### src/rtl/dense_layer_seq.sv
// Time-multiplexed dense layer: one signed MAC per cycle against an external
// weight/bias memory, then requantise, optional ReLU, saturate and running argmax.
module dense_layer_seq #(
  parameter int IN_SIZE  = 16,
  parameter int OUT_SIZE = 8,
  parameter int IN_W     = 16,
  parameter int W_W      = 16,
  parameter int OUT_W    = 16,
  parameter int FRAC     = 8,
  parameter int RELU     = 1
) (
  input  logic                                    clk,
  input  logic                                    rst,
  input  logic                                    in_valid,
  output logic                                    in_ready,
  input  logic [IN_SIZE-1:0][IN_W-1:0]            input_vector,
  output logic                                    weight_rd,
  output logic [$clog2(OUT_SIZE*(IN_SIZE+1))-1:0] weight_addr,
  input  logic [W_W-1:0]                          weight_data,
  output logic                                    out_valid,
  input  logic                                    out_ready,
  output logic [OUT_SIZE-1:0][OUT_W-1:0]          output_vector,
  output logic [$clog2(OUT_SIZE)-1:0]             output_index
);
  localparam int ADDR_W = $clog2(OUT_SIZE*(IN_SIZE+1));
  localparam int IDX_W  = $clog2(OUT_SIZE);
  localparam int I_W    = $clog2(IN_SIZE+1);
  localparam int SEL_W  = (IN_SIZE > 1) ? $clog2(IN_SIZE) : 1;
  localparam int P_W    = IN_W + W_W;
  localparam int ACC_W  = P_W + I_W + FRAC + 1;
  localparam logic signed [ACC_W-1:0] MAXV = {{(ACC_W-OUT_W+1){1'b0}}, {(OUT_W-1){1'b1}}};
  localparam logic signed [ACC_W-1:0] MINV = {{(ACC_W-OUT_W+1){1'b1}}, {(OUT_W-1){1'b0}}};

  typedef enum logic [1:0] {IDLE, RUN, FINISH, DONE} state_t;

  state_t                       state;
  logic [IN_SIZE-1:0][IN_W-1:0] in_q;
  logic [IDX_W-1:0]             n;
  logic [I_W-1:0]               i;
  logic [ADDR_W-1:0]            addr;
  logic signed [ACC_W-1:0]      acc;
  logic signed [OUT_W-1:0]      max_val;

  logic [I_W-1:0]          i_m1;
  logic signed [IN_W-1:0]  cur_in;
  logic signed [W_W-1:0]   w_s;
  logic signed [P_W-1:0]   prod;
  logic signed [ACC_W-1:0] prod_ext, bias_ext, sum, q;
  logic signed [OUT_W-1:0] res;

  // Read data lags the address by one cycle, so cycle i pairs with input i-1.
  assign i_m1     = i - I_W'(1);
  assign cur_in   = in_q[i_m1[SEL_W-1:0]];
  assign w_s      = weight_data;
  assign prod     = cur_in * w_s;
  assign prod_ext = {{(ACC_W-P_W){prod[P_W-1]}}, prod};
  assign bias_ext = {{(ACC_W-W_W-FRAC){weight_data[W_W-1]}}, weight_data, {FRAC{1'b0}}};

  always_comb begin
    sum = acc + bias_ext;
    q   = sum >>> FRAC;
    if (RELU != 0 && q[ACC_W-1]) q = '0;
    if (q > MAXV)      res = MAXV[OUT_W-1:0];
    else if (q < MINV) res = MINV[OUT_W-1:0];
    else               res = q[OUT_W-1:0];
  end

  assign in_ready    = (state == IDLE);
  assign out_valid   = (state == DONE);
  assign weight_rd   = (state == RUN);
  assign weight_addr = addr;

  always_ff @(posedge clk or posedge rst) begin
    if (rst) begin
      state         <= IDLE;
      in_q          <= '0;
      n             <= '0;
      i             <= '0;
      addr          <= '0;
      acc           <= '0;
      max_val       <= '0;
      output_vector <= '0;
      output_index  <= '0;
    end else begin
      case (state)
        IDLE: if (in_valid) begin
          in_q         <= input_vector;
          n            <= '0;
          i            <= '0;
          addr         <= '0;
          acc          <= '0;
          max_val      <= '0;
          output_index <= '0;
          state        <= RUN;
        end
        // Addresses are contiguous across neurons, so addr just counts RUN cycles.
        RUN: begin
          addr <= addr + ADDR_W'(1);
          i    <= i + I_W'(1);
          if (i != '0) acc <= acc + prod_ext;
          if (i == I_W'(IN_SIZE)) state <= FINISH;
        end
        FINISH: begin
          output_vector[n] <= res;
          if (n == '0 || res > max_val) begin
            max_val      <= res;
            output_index <= n;
          end
          acc <= '0;
          i   <= '0;
          if (n == IDX_W'(OUT_SIZE-1)) state <= DONE;
          else begin
            n     <= n + IDX_W'(1);
            state <= RUN;
          end
        end
        DONE: if (out_ready) state <= IDLE;
        default: state <= IDLE;
      endcase
    end
  end
endmodule

### config.mk
export PLATFORM = sky130hd
export DESIGN_NAME = dense_layer_seq
export DESIGN_NICKNAME = d
export VERILOG_FILES = /design/src/rtl/dense_layer_seq.sv
export SDC_FILE = /design/constraint.sdc
export NUM_CORES = 2
export LEC_CHECK = 0
export BUFFER_PORTS_ARGS = -buffer_cell sky130_fd_sc_hd__buf_4
export CAP_MARGIN = 20
export CELL_PAD_IN_SITES_DETAIL_PLACEMENT = 2
export CELL_PAD_IN_SITES_GLOBAL_PLACEMENT = 2
export CORE_ASPECT_RATIO = 0.5
export CORE_UTILIZATION = 35
export DETAILED_ROUTE_END_ITERATION = 8
export HOLD_SLACK_MARGIN = 0.03
export PLACE_DENSITY = 0.81
export REMOVE_ABC_BUFFERS = 1
export SLEW_MARGIN = 10
export SYNTH_ARGS = -nofsm -noshare
export SYNTH_HDL_FRONTEND = slang
export SYNTH_SLANG_ARGS = --single-unit
### constraint.sdc
create_clock -name clk -period 15.85 [get_ports clk]
set_clock_uncertainty 0.05 [all_clocks]
set_input_delay 0.7925 -clock clk [delete_from_list [all_inputs] [get_ports clk]]
set_output_delay 0.7925 -clock clk [all_outputs]
set_load 0.02 [all_outputs]
# Word-level counts from Yosys, hierarchy flattened
# Cells that the tools add are included.
# classes
n_mul	1
bitwise	0
shift	0
mux	28
n_reduce_logical	15
div	0
n_lt_le_gt_ge	6
eq_ne	11
add_sub_neg	6
# ops
operator	count
46-bit case mux with 3 select lines	1
128-bit bitwise mux	1
16-bit 2-to-1 mux	6
46-bit 2-to-1 mux	2
16-bit binary-select mux with 4-bit select	1
16-bit demux with 3-bit select	1
46-bit by 24-bit adder with 46-bit output	1
46-bit by 32-bit adder with 46-bit output	1
38-bit by 16-bit < comparator with 1-bit output, second input constant	1
37-bit by 15-bit greater-than comparator with 1-bit output, second input constant	1
37-bit 2-to-1 mux	1
16-bit by 16-bit multiplier with 32-bit output	1
16-bit case mux with 2 select lines	1
16-bit greater-than comparator	1
8-bit case mux with 2 select lines	1
5-bit case mux with 3 select lines	1
3-bit case mux with 2 select lines	2
3-bit AND reduction	4
3-bit 2-to-1 mux	3
8-bit by 1-bit adder with 8-bit output, second input constant	1
2-bit 2-to-1 mux	4
8-bit 2-to-1 mux	1
2-bit case mux with 4 select lines	1
2-bit by 1-bit != test with 1-bit output, second input constant	3
other kinds (20)	26
# word_totals
register_bits	467
mem_bits_ro	0
inputBits	276
out_inout_bits	142
mem_bits_rw	0
wordCells	98
latch_bits	0
n_memories	0

# Logic depth before layout (Yosys ltp)
# logic_depth
depth_word	9
mapped_depth	35
ltp_nobuf	29

# Worst setup path after synthesis
# No wires, ideal clock.
# synth_timing
path_type	register to register
from	register i[0]
to	register acc[43]
stages_incl_launch_ff	32
synth_period_minus_slack_ps	9751
path_buffers	4
setup_time_ps	121
required_ps	15679
setup_slack_ps	6099
t_arrival_ps	9580
path_cell_list	dfrtp_1 clkbuf_1 clkbuf_1 buf_1 inv_1 ha_1 xnor2_1 mux4_2 clkbuf_1 nand2_1 fa_1 inv_1 fa_1 inv_1 fa_1 fa_1 inv_1 fa_1 inv_1 fa_1 inv_1 ha_1 a21o_1 a21o_1 a21o_1 a21o_1 a21oi_1 nand2_1 o221ai_1 o21ai_0 xor2_1 a22o_1
# synth_via
elab_chain_cells	7
elab_cells_between_ends	10
cone_classes	add/sub (2); mul (1); eq/ne (1); mux (4); reduce/logical (2)
# synth_rtl
item	line_no	rtl
start: declaration	39	logic [I_W-1:0] i;
start signal: assignment	99	i <= i + I_W'(1);
4-bit by 1-bit subtractor with 4-bit output	52	assign i_m1 = i - I_W'(1);
16-bit binary-select mux with 4-bit select	53	assign cur_in = in_q[i_m1[SEL_W-1:0]];
16-bit 2-to-1 mux (not written as such)	53	
16-bit by 16-bit multiplier with 32-bit output	55	assign prod = cur_in * w_s;
46-bit by 32-bit adder with 46-bit output	100	if (i != '0) acc <= acc + prod_ext;
46-bit 2-to-1 mux	100	
46-bit case mux with 3 select lines	85	case (state)
end signal: assignment	100	
end: declaration	41	logic signed [ACC_W-1:0] acc;
# Several ways; a longest one is shown, not always the timed one. The select of a mux whose other input is x is not followed.
# A chain may end at the register's enable or synchronous reset.

# Worst setup path in the final report
# Same ends and word-level chain as after synthesis.

==> metrics.csv <==
metric,value,unit
synth_edf_count,0,
holdWs,281,ps
period_share,0.647,
layout_commonest_cell,nand2_1,
synth_top_area_frac,0.331,
syn-instance-count,3716,
hold_buffers,0,
finalWirelength,131,mm
cpMostUsedCell,fa_1,
cp.arrival,10690,ps
power_per_cell_area,115,nW/µm²
hpwl,100,mm
slew_viol_final,0,
worstSetupPathType,reg2reg,
grt_pass1_vias,33400,
worstSetupStartpointType,register,
die_w,451,µm
globalplace.congestion,0.868,
async_flop_share,1.00,
die-area,102000,µm²
slew_headroom,0.199,
synth_area_leaders,"dfrtp_1 33%, fa_1 20%, nand2_1 12%, ha_1 6.6%, mux4_2 5.1%",
grt_pass1_wl,202,mm
max_freq,0.0975,GHz
synth_area_per_cell,9.51,µm²
post_cts_buffers,0,
rsz0062_at_grt,no,
hold_end,in_q[14],
grt_usage,0.258,
fp.dieH,227,µm
clkTransAtPathRegs,70,ps
clockBufferDepth,3,
wire_per_inst,24.1,µm
power_leakage,21.6,nW
cts_root_buf,clkbuf_16,
reg2regPathDepth,25,
ys_types,82,
hold_violations,0,
ys.flop_type,dfrtp_1,
vias_per_cell,5.26,
cts_tree,done,
status,finished clean,
p_sw_frac,0.403,
dr.pass1.iters,5,
critPathCaptureType,register,
dr_total_vias,28500,
most-common-layout-cells,"1133 x nand2_1, 466 x dfrtp_1, 451 x inv_1",
dpl_cell_area,39900,µm²
grt-ovfl-total,0,
max_slew.worst_pin.slew,1200,ps
grt_max_degree,233,
clk_latency,650,ps
netlist_area,35300,µm²
drive_gt1_frac,0.167,
rows,81,
r2r_setup_slack,5600,ps
clkPwrFrac,0.252,
final_area,41500,µm²
hold_path_class,in2reg,
reg2reg_from,i[0],
io_buffers,417,
boundaryPins,418,
post_cts_resized,0,
switchingPower,0.00193,W
yosys.area.top_type,dfrtp_1,
ir_worst_vdd,0.0000954,V
fin_ws,5600,ps
cts.htree.levels,2,
hp-start,input_vector[14],
cap_violations,0,
yosysSeqAreaShare,0.331,
ant_nets,0,
setup_tns,0,ps
floorplan.initialDensity,0.357,
drt-initial-drc-count,1548,
min_period,10250,ps
cp_slowest_cell,dfrtp_4,
min_path_cells,3,
cp_data_required_time,16290,ps
rr_endpoint,acc[43],
cts-buffers-inserted,48,
cts_sinks,467,
post-route-drc-count,0,
syn_to_final_growth,17.5,%
worstPathMaxFanout,53,
yosys_warnings,0,
num-nets-final,4879,
n_antenna_cell,0,
synth_seq_cells,467,
power.internal,0.00286,W
finalSetupViolCount,0,
dpl_worst_slack,5590,ps
combPwrFrac,0.453,
seqPwrFrac,0.295,
grt_antenna_before_repair,3,
coreArea,98900,µm²
slowest_delay,990,ps
[critical path, delay by kind of cell (launching register included)]
kind	cells	cell delay [ps]
XOR/XNOR	1	180
AO/OA/AOI/OAI	8	2480
buffers and inverters	4	1080
adder cells (fa/ha/maj)	8	3620
multiplexers	2	1150
flip-flops	1	990
AND/OR/NAND/NOR	2	500
[power groups by stage]
stage / logic [W] / clock network (W) / registers [W]
5_1_grt: 0.00240 / 0.00128 / 0.00142
2_1_floorplan: 0.00144 / 0 / 0.00144
3_5_place_dp: 0.00217 / 0 / 0.00143
6_report: 0.00217 / 0.00121 / 0.00141
3_3_place_gp: 0.00205 / 0 / 0.00143
4_1_cts: 0.00220 / 0.00124 / 0.00141
[synthesized netlist by cell type, drive strengths merged, types with 16 or more instances]
cell type and n:
a21o 30, a21oi 78, a22o 54, and2 103, buf 25, clkbuf 133
dfrtp 467, fa 355, ha 187, inv 454, mux4 80, nand2 1134
nand3 38, nor2 92, nor4 16, o21ai 201, xnor2 49, xor2 23
[how the worst max path moves through the flow]
stage / startpoint / end
CTS: i[0] / acc[43]
detailed placement: i[0] / acc[43]
global placement: i[0] / acc[43]
global route: i[0] / acc[43]
finish: i[0] / acc[43]
floorplan: rst / acc[0]
[final cells by class]
| type | instances | area (µm²) |
|---|---|---|
| repair buffers | 453 | 3450 |
| flip-flops and latches | 467 | 11700 |
| multi-input cells | 2636 | 21400 |
| fillers | 10700 | 57400 |
| clock inverters | 15 | 188 |
| inverters | 455 | 1720 |
| clock buffers | 72 | 1450 |
| well taps | 1328 | 1660 |
[metrics by stage]
stage,power (W),util,cells
floorplan,0.00288,-,3558
global placement,0.00348,0.403,5337
detailed placement,0.00361,0.403,5338
CTS,0.00485,0.420,5425
global route,0.00510,0.420,5426
finish,0.00479,0.420,5426
[cells by family after synthesis]
| logic type | count (synthesis) | share of synthesized area |
|---|---|---|
| AOI/OAI and AO/OA | 458 | 0.0836 |
| xor gates and xnor gates | 72 | 0.0178 |
| adders and majority gates | 542 | 0.267 |
| buffers and inverters | 613 | 0.0664 |
| DFF | 467 | 0.331 |
| muxes | 85 | 0.0526 |
| other | 1 | 0.000106 |
| and+or+nand+nor | 1478 | 0.182 |
[layer usage]
layer  wire (µm)  track usage  up-vias
met5           0            0        -
met4        5300       0.0964        0
met3        3410       0.0232      229
met2       68200        0.471      505
met1       53900        0.317    15300
li1            -            -    12500
[registers in the layout, summed over array words and instances, names as in the netlist]
register,count
weight_addr,8
max_val,16
state,2
in_q,256
n,3
i,5
acc,46
output_index,3
output_vector,128
Power figures use the tool's default switching activity.
